`src/rtl/voice_scheduler.sv`:
```
// voice_scheduler: places song_reader notes on a bank of note_player voices, counts sustain per voice
// in beats, and stalls song_reader for rests. Build option VOICE_STEAL_EN enables voice stealing.
module voice_scheduler #(
  parameter int NUM_VOICES = 3,
  parameter int DUR_WIDTH  = 6
) (
  input  logic                    clk,
  input  logic                    reset,
  input  logic                    clear,
  input  logic                    play,
  input  logic                    beat,
  input  logic                    new_note,
  input  logic [5:0]              note,
  input  logic [DUR_WIDTH-1:0]    duration,
  output logic                    player_ready,
  output logic [NUM_VOICES-1:0]   voice_load,
  output logic [6*NUM_VOICES-1:0] voice_note,
  output logic [NUM_VOICES-1:0]   voice_active,
  output logic [NUM_VOICES-1:0]   voice_release,
  output logic                    note_dropped
);

  typedef enum logic [1:0] {IDLE = 2'd0, ALLOC = 2'd1, WAIT = 2'd2} state_t;

  state_t                                 state_r, state_next_s;
  logic                                   ready_r, ready_next_s;
  logic [DUR_WIDTH-1:0]                   wait_cnt_r;
  logic [NUM_VOICES-1:0][DUR_WIDTH-1:0]   remaining_r;
  logic [6*NUM_VOICES-1:0]                voice_note_r;
  logic [NUM_VOICES-1:0]                  voice_active_r, voice_load_r, voice_release_r;
  logic                                   note_dropped_r;
  logic                                   accept_s, tick_s, drop_s;
  logic [NUM_VOICES-1:0]                  load_sel_s, steal_rel_s;

  assign accept_s = new_note && ready_r && !clear;
  assign tick_s   = beat && play;

  function automatic logic [NUM_VOICES-1:0] pick_lowest(input logic [NUM_VOICES-1:0] free);
    logic [NUM_VOICES-1:0] sel;
    sel = '0;
    for (int i = NUM_VOICES - 1; i >= 0; i--) begin
      if (free[i]) begin
        sel    = '0;
        sel[i] = 1'b1;
      end
    end
    return sel;
  endfunction

`ifdef VOICE_STEAL_EN
  // Victim is the active voice closest to expiry; strict compare keeps ties on the lowest index.
  function automatic logic [NUM_VOICES-1:0] pick_victim(
    input logic [NUM_VOICES-1:0]                act,
    input logic [NUM_VOICES-1:0][DUR_WIDTH-1:0] rem
  );
    logic [NUM_VOICES-1:0] sel;
    logic [DUR_WIDTH-1:0]  best;
    logic                  found;
    sel   = '0;
    best  = '0;
    found = 1'b0;
    for (int i = 0; i < NUM_VOICES; i++) begin
      if (act[i] && (!found || rem[i] < best)) begin
        sel    = '0;
        sel[i] = 1'b1;
        best   = rem[i];
        found  = 1'b1;
      end
    end
    return sel;
  endfunction
`endif

  // Voice allocation decision for the note accepted this cycle.
  always_comb begin
    load_sel_s  = '0;
    steal_rel_s = '0;
    drop_s      = 1'b0;
    if (accept_s && note != 6'd0) begin
      if (duration == '0) begin
        drop_s = 1'b1;
      end else if (|(~voice_active_r)) begin
        load_sel_s = pick_lowest(~voice_active_r);
      end else begin
`ifdef VOICE_STEAL_EN
        load_sel_s  = pick_victim(voice_active_r, remaining_r);
        steal_rel_s = load_sel_s;
`else
        drop_s = 1'b1;
`endif
      end
    end else begin
      drop_s = 1'b0;
    end
  end

  // FSM state register.
  always_ff @(posedge clk or negedge reset) begin
    if (!reset) begin
      state_r <= IDLE;
      ready_r <= 1'b0;
    end else begin
      state_r <= state_next_s;
      ready_r <= ready_next_s;
    end
  end

  // FSM next-state logic; clear overrides everything.
  always_comb begin
    state_next_s = state_r;
    if (clear) begin
      state_next_s = IDLE;
    end else begin
      case (state_r)
        IDLE: begin
          if (accept_s && note != 6'd0) begin
            state_next_s = ALLOC;
          end else if (accept_s && duration != '0) begin
            state_next_s = WAIT;
          end else begin
            state_next_s = IDLE;
          end
        end
        ALLOC: state_next_s = IDLE;
        WAIT: begin
          if (tick_s && wait_cnt_r <= {{(DUR_WIDTH-1){1'b0}}, 1'b1}) begin
            state_next_s = IDLE;
          end else begin
            state_next_s = WAIT;
          end
        end
        default: state_next_s = IDLE;
      endcase
    end
  end

  // Ready is registered from the next state so an accept drops it on the following cycle.
  always_comb begin
    ready_next_s = (state_next_s == IDLE) && play;
  end

  // Rest wait counter.
  always_ff @(posedge clk or negedge reset) begin
    if (!reset) begin
      wait_cnt_r <= '0;
    end else if (clear) begin
      wait_cnt_r <= '0;
    end else if (state_r == IDLE && accept_s && note == 6'd0) begin
      wait_cnt_r <= duration;
    end else if (state_r == WAIT && tick_s && wait_cnt_r != '0) begin
      wait_cnt_r <= wait_cnt_r - {{(DUR_WIDTH-1){1'b0}}, 1'b1};
    end else begin
      wait_cnt_r <= wait_cnt_r;
    end
  end

  // Per-voice load, sustain countdown and release; a load beats a coincident decrement.
  always_ff @(posedge clk or negedge reset) begin
    if (!reset) begin
      remaining_r     <= '0;
      voice_note_r    <= '0;
      voice_active_r  <= '0;
      voice_load_r    <= '0;
      voice_release_r <= '0;
      note_dropped_r  <= 1'b0;
    end else if (clear) begin
      remaining_r     <= '0;
      voice_active_r  <= '0;
      voice_load_r    <= '0;
      voice_release_r <= '0;
      note_dropped_r  <= 1'b0;
    end else begin
      voice_load_r   <= load_sel_s;
      note_dropped_r <= drop_s;
      for (int i = 0; i < NUM_VOICES; i++) begin
        if (load_sel_s[i]) begin
          remaining_r[i]       <= duration;
          voice_note_r[6*i +: 6] <= note;
          voice_active_r[i]    <= 1'b1;
          voice_release_r[i]   <= steal_rel_s[i];
        end else if (tick_s && voice_active_r[i] && remaining_r[i] != '0) begin
          remaining_r[i] <= remaining_r[i] - {{(DUR_WIDTH-1){1'b0}}, 1'b1};
          if (remaining_r[i] == {{(DUR_WIDTH-1){1'b0}}, 1'b1}) begin
            voice_active_r[i]  <= 1'b0;
            voice_release_r[i] <= 1'b1;
          end else begin
            voice_release_r[i] <= 1'b0;
          end
        end else begin
          voice_release_r[i] <= 1'b0;
        end
      end
    end
  end

  assign player_ready  = ready_r;
  assign voice_load    = voice_load_r;
  assign voice_note    = voice_note_r;
  assign voice_active  = voice_active_r;
  assign voice_release = voice_release_r;
  assign note_dropped  = note_dropped_r;

endmodule

```
`config.mk`:
```
export PLATFORM = sky130hd
export DESIGN_NAME = voice_scheduler
export DESIGN_NICKNAME = d
export VERILOG_FILES = /design/src/rtl/voice_scheduler.sv
export SDC_FILE = /design/constraint.sdc
export NUM_CORES = 1
export LEC_CHECK = 0
export ABC_AREA = 1
export CORE_MARGIN = 8
export CORE_UTILIZATION = 37
export DETAILED_ROUTE_END_ITERATION = 16
export SYNTH_ARGS = -nofsm -noshare
export SYNTH_HDL_FRONTEND = slang
export SYNTH_SLANG_ARGS = --single-unit
export TNS_END_PERCENT = 10
```
`constraint.sdc`:
```
create_clock -name clk -period 1.8 [get_ports clk]
set_input_delay 0.54 -clock clk [delete_from_list [all_inputs] [get_ports clk]]
set_output_delay 0.54 -clock clk [all_outputs]
set_load 0.02 [all_outputs]
```
==> flow_summary.json <==
{
  "status": "finished, final reports clean",
  "hp-class": "input port to asynchronous set/reset pin",
  "fmax_ghz": 0.583,
  "intPower_w": 0.00220,
  "gp_congestion": 0.843,
  "finalSetupViolCount": 0,
  "avgSynthCellArea_um2": 7.49,
  "ys_top_cells_by_count": "155 x nand2_1, 59 x nor2_1, 55 x dfrtp_1",
  "synth_top_area_cell": "dfrtp_1",
  "layout-drive-gt1-share_pct": 16.4,
  "grt_max_degree": 56,
  "critPathLaunchType": "input port",
  "antenna-diode-count": 0,
  "clock-sinks": 55,
  "cts_max_path_buffers": 2,
  "combPwrFrac_pct": 29.3,
  "antenna_found_initial": 0,
  "viasPerCell": 4.79,
  "clk_pin_slew_ns": 0.10,
  "multiInputGateArea_um2": 1580,
  "path_class": "input port to register",
  "fin_cells": 606,
  "drc_errors": 0,
  "start_util_pct": 37.9,
  "rsz0062_at_grt": "true",
  "grt_pass1_wl_um": 13700,
  "synth_seq_cells": 55,
  "reg2reg_from": "voice_active[0]$_DFFE_PN0P_",
  "drt_wl_total_um": 8370,
  "cts_max_level": 2,
  "synth_area_leaders": "dfrtp_1 45%, nand2_1 19%, nor2_1 7.2%",
  "die_w_um": 107,
  "p_sw_share_pct": 33.5,
  "n_fill_cell": 818,
  "p_per_area_nw_per_um2": 801,
  "synth_warnings": 0,
  "synth-edff-count": 0,
  "boundaryPins": 47,
  "crit_start": "note[4]",
  "grt_pass1_vias": 2849,
  "regArea_um2": 1380,
  "pwr-share-seq_pct": 45.0,
  "ys.flop_type": "dfrtp_1",
  "worstPathRequired_ns": 2.01,
  "dieArea_um2": 11500,
  "avgRoutedWirePerCell_um": 13.8,
  "rows": 33,
  "critPathArrivalTime_ns": 1.92,
  "relSlewSlack_pct": 79.5,
  "nets": 529,
  "hold_violations": 0,
  "p_switching_w": 0.00111,
  "initialDrtViolationCount": 119,
  "die_y_um": 107,
  "r2r_cells": 7,
  "synthesis.area_um2": 3090,
  "final_antenna_net_count": 0,
  "synth.most_common_cell": "nand2_1",
  "port_buffers": 46,
  "synth_cell_types": 28,
  "skew_ns": 0.00908,
  "worst_slack_ns": 0.0855,
  "worstPathMaxFanout": 6,
  "yosysSeqAreaShare_pct": 44.6,
  "numCtsBuffers": 5,
  "gr-total-overflow": 0,
  "routed-via-count": 2900,
  "cts_tree": "yes",
  "cts_hold_buffers": 0,
  "ir_drop_mv": 0.528,
  "worst_slew_pin_slew_ns": 0.307,
  "area_growth_pct": 33.6,
  "synth_nets": 441,
  "p_total_w": 0.00330,
  "grt_use_total_pct": 14.7,
  "period_needed_ns": 1.71,
  "core_um2": 8130,
  "clock_latency_ns": 0.31,
  "min_period_over_period_pct": 95.3,
  "dp_cells": 590,
  "leakage_nw": 2.30,
  "drv_slew": 0,
  "yosysTopAreaCellShare_pct": 44.6,
  "p_clk_share_pct": 25.7,
  "rr_endpoint": "voice_note[10]$_DFFE_PN0P_",
  "dpl.hpwl_um": 6200,
  "endpoint": "wait_cnt_r[5]$_DFFE_PN0P_",
  "syn_inst": 412,
  "dp_slack_ns": -0.348,
  "ys_async_sr_fraction_pct": 100,
  "end_kind": "register",
  "fin_util_pct": 50.7,
  "clock-root-buffer": "clkbuf_8",
  "drv_cap": 0,
  "r2r_slack_ns": 0.24,
  "firstDrtPassIters": 4
}
## per-stage QoR
stage               TNS (ns)  instance area, µm²  hold WS (ns)
detailed placement    -13.81                3890         0.458
global placement      -12.37                3890         0.458
finish                     0                4120         0.205
CTS                 -0.00351                3970         0.215
global route         -0.0733                4120         0.225
floorplan                  0                3090         0.244
## power by group through the flow
stage | clock (W) | combinational, W | sequential, W
2_1_floorplan | 0 | 0.000513 | 0.00158
3_3_place_gp | 0 | 0.000987 | 0.00151
3_5_place_dp | 0 | 0.00101 | 0.00151
4_1_cts | 0.000888 | 0.000955 | 0.00149
5_1_grt | 0.000935 | 0.00109 | 0.00151
6_report | 0.000850 | 0.000967 | 0.00149
## flip-flops by register name (all words and copies together), names as in the netlist
signal and flops:
note_dropped 1, player_ready 1, remaining_r 18, state_r 2
voice_active 3, voice_load 3, voice_note 18, voice_release 3
wait_cnt_r 6
## per-layer routing
metal	GRT usage, %	up-vias	routed length [µm]
met4	5.45	0	114
met1	19.2	1361	3880
met3	3.59	8	524
met2	22.9	77	3850
met5	0	-	0
li1	-	1454	-
## worst max-delay path: stages
cell	delay [ns]
clkdlybuf4s50_1	0.43
nor2_2	0.16
nand3_4	0.20
nor2_4	0.22
buf_6	0.13
nand2_1	0.04
nand2_1	0.05
nand3b_1	0.10
nand2_1	0.05
## cell usage in the layout, fill, tap and decap left out, types with 4 or more instances in the layout
cell type          n
clkbuf_8           5
o21ai_0            6
xor2_1             9
dlygate4sd2_1     28
nand3_1           28
clkdlybuf4s50_1   12
ha_1              11
nand2_1          153
inv_2              4
a21oi_1           12
nor2_1            53
buf_4             40
dlymetal6s2s_1     5
nand4_1            5
nor2_4             5
inv_1             33
dfrtp_1           55
o21ai_1            4
nor2_2             6
## worst min-delay path by stage
stage                                          from                     endpoint  cells past startpoint
after floorplan                               reset       note_dropped$_DFF_PN0_                      0
after global placement    voice_note[6]$_DFFE_PN0P_    voice_note[6]$_DFFE_PN0P_                      2
after detailed placement  voice_note[9]$_DFFE_PN0P_    voice_note[9]$_DFFE_PN0P_                      2
after CTS                                     reset  voice_active[0]$_DFFE_PN0P_                      2
after global routing                          reset    wait_cnt_r[0]$_DFFE_PN0P_                      2
final                                         reset    wait_cnt_r[0]$_DFFE_PN0P_                      2
## cell families (layout without fill, tap and decap cells)
logic type / count (synthesis) / count (layout) / synth area share [%]
simple gates: 266 / 266 / 37.5
fa+ha+maj: 11 / 11 / 4.46
buf+inv: 46 / 135 / 6.57
xor+xnor: 11 / 11 / 3.12
flops: 55 / 55 / 44.6
compound gates: 23 / 23 / 3.81
## what timing repair did
item / 4_1_cts / 5_1_grt
setup endpoints to repair: 33 / 35
resized for setup: 28 / 24
setup buffers: 0 / 8
pin swaps: 1 / 8
## layout make-up
class	instances	area share [%]
Inverter	38	3.52
Multi-Input combinational cell	311	38.3
Sequential cell	55	33.4
Clock buffer	5	1.67
Timing Repair Buffer	89	18.8
Tap cell	105	3.19
Clock inverter	3	1.15
Note: power is estimated with default switching activity, not from simulation.
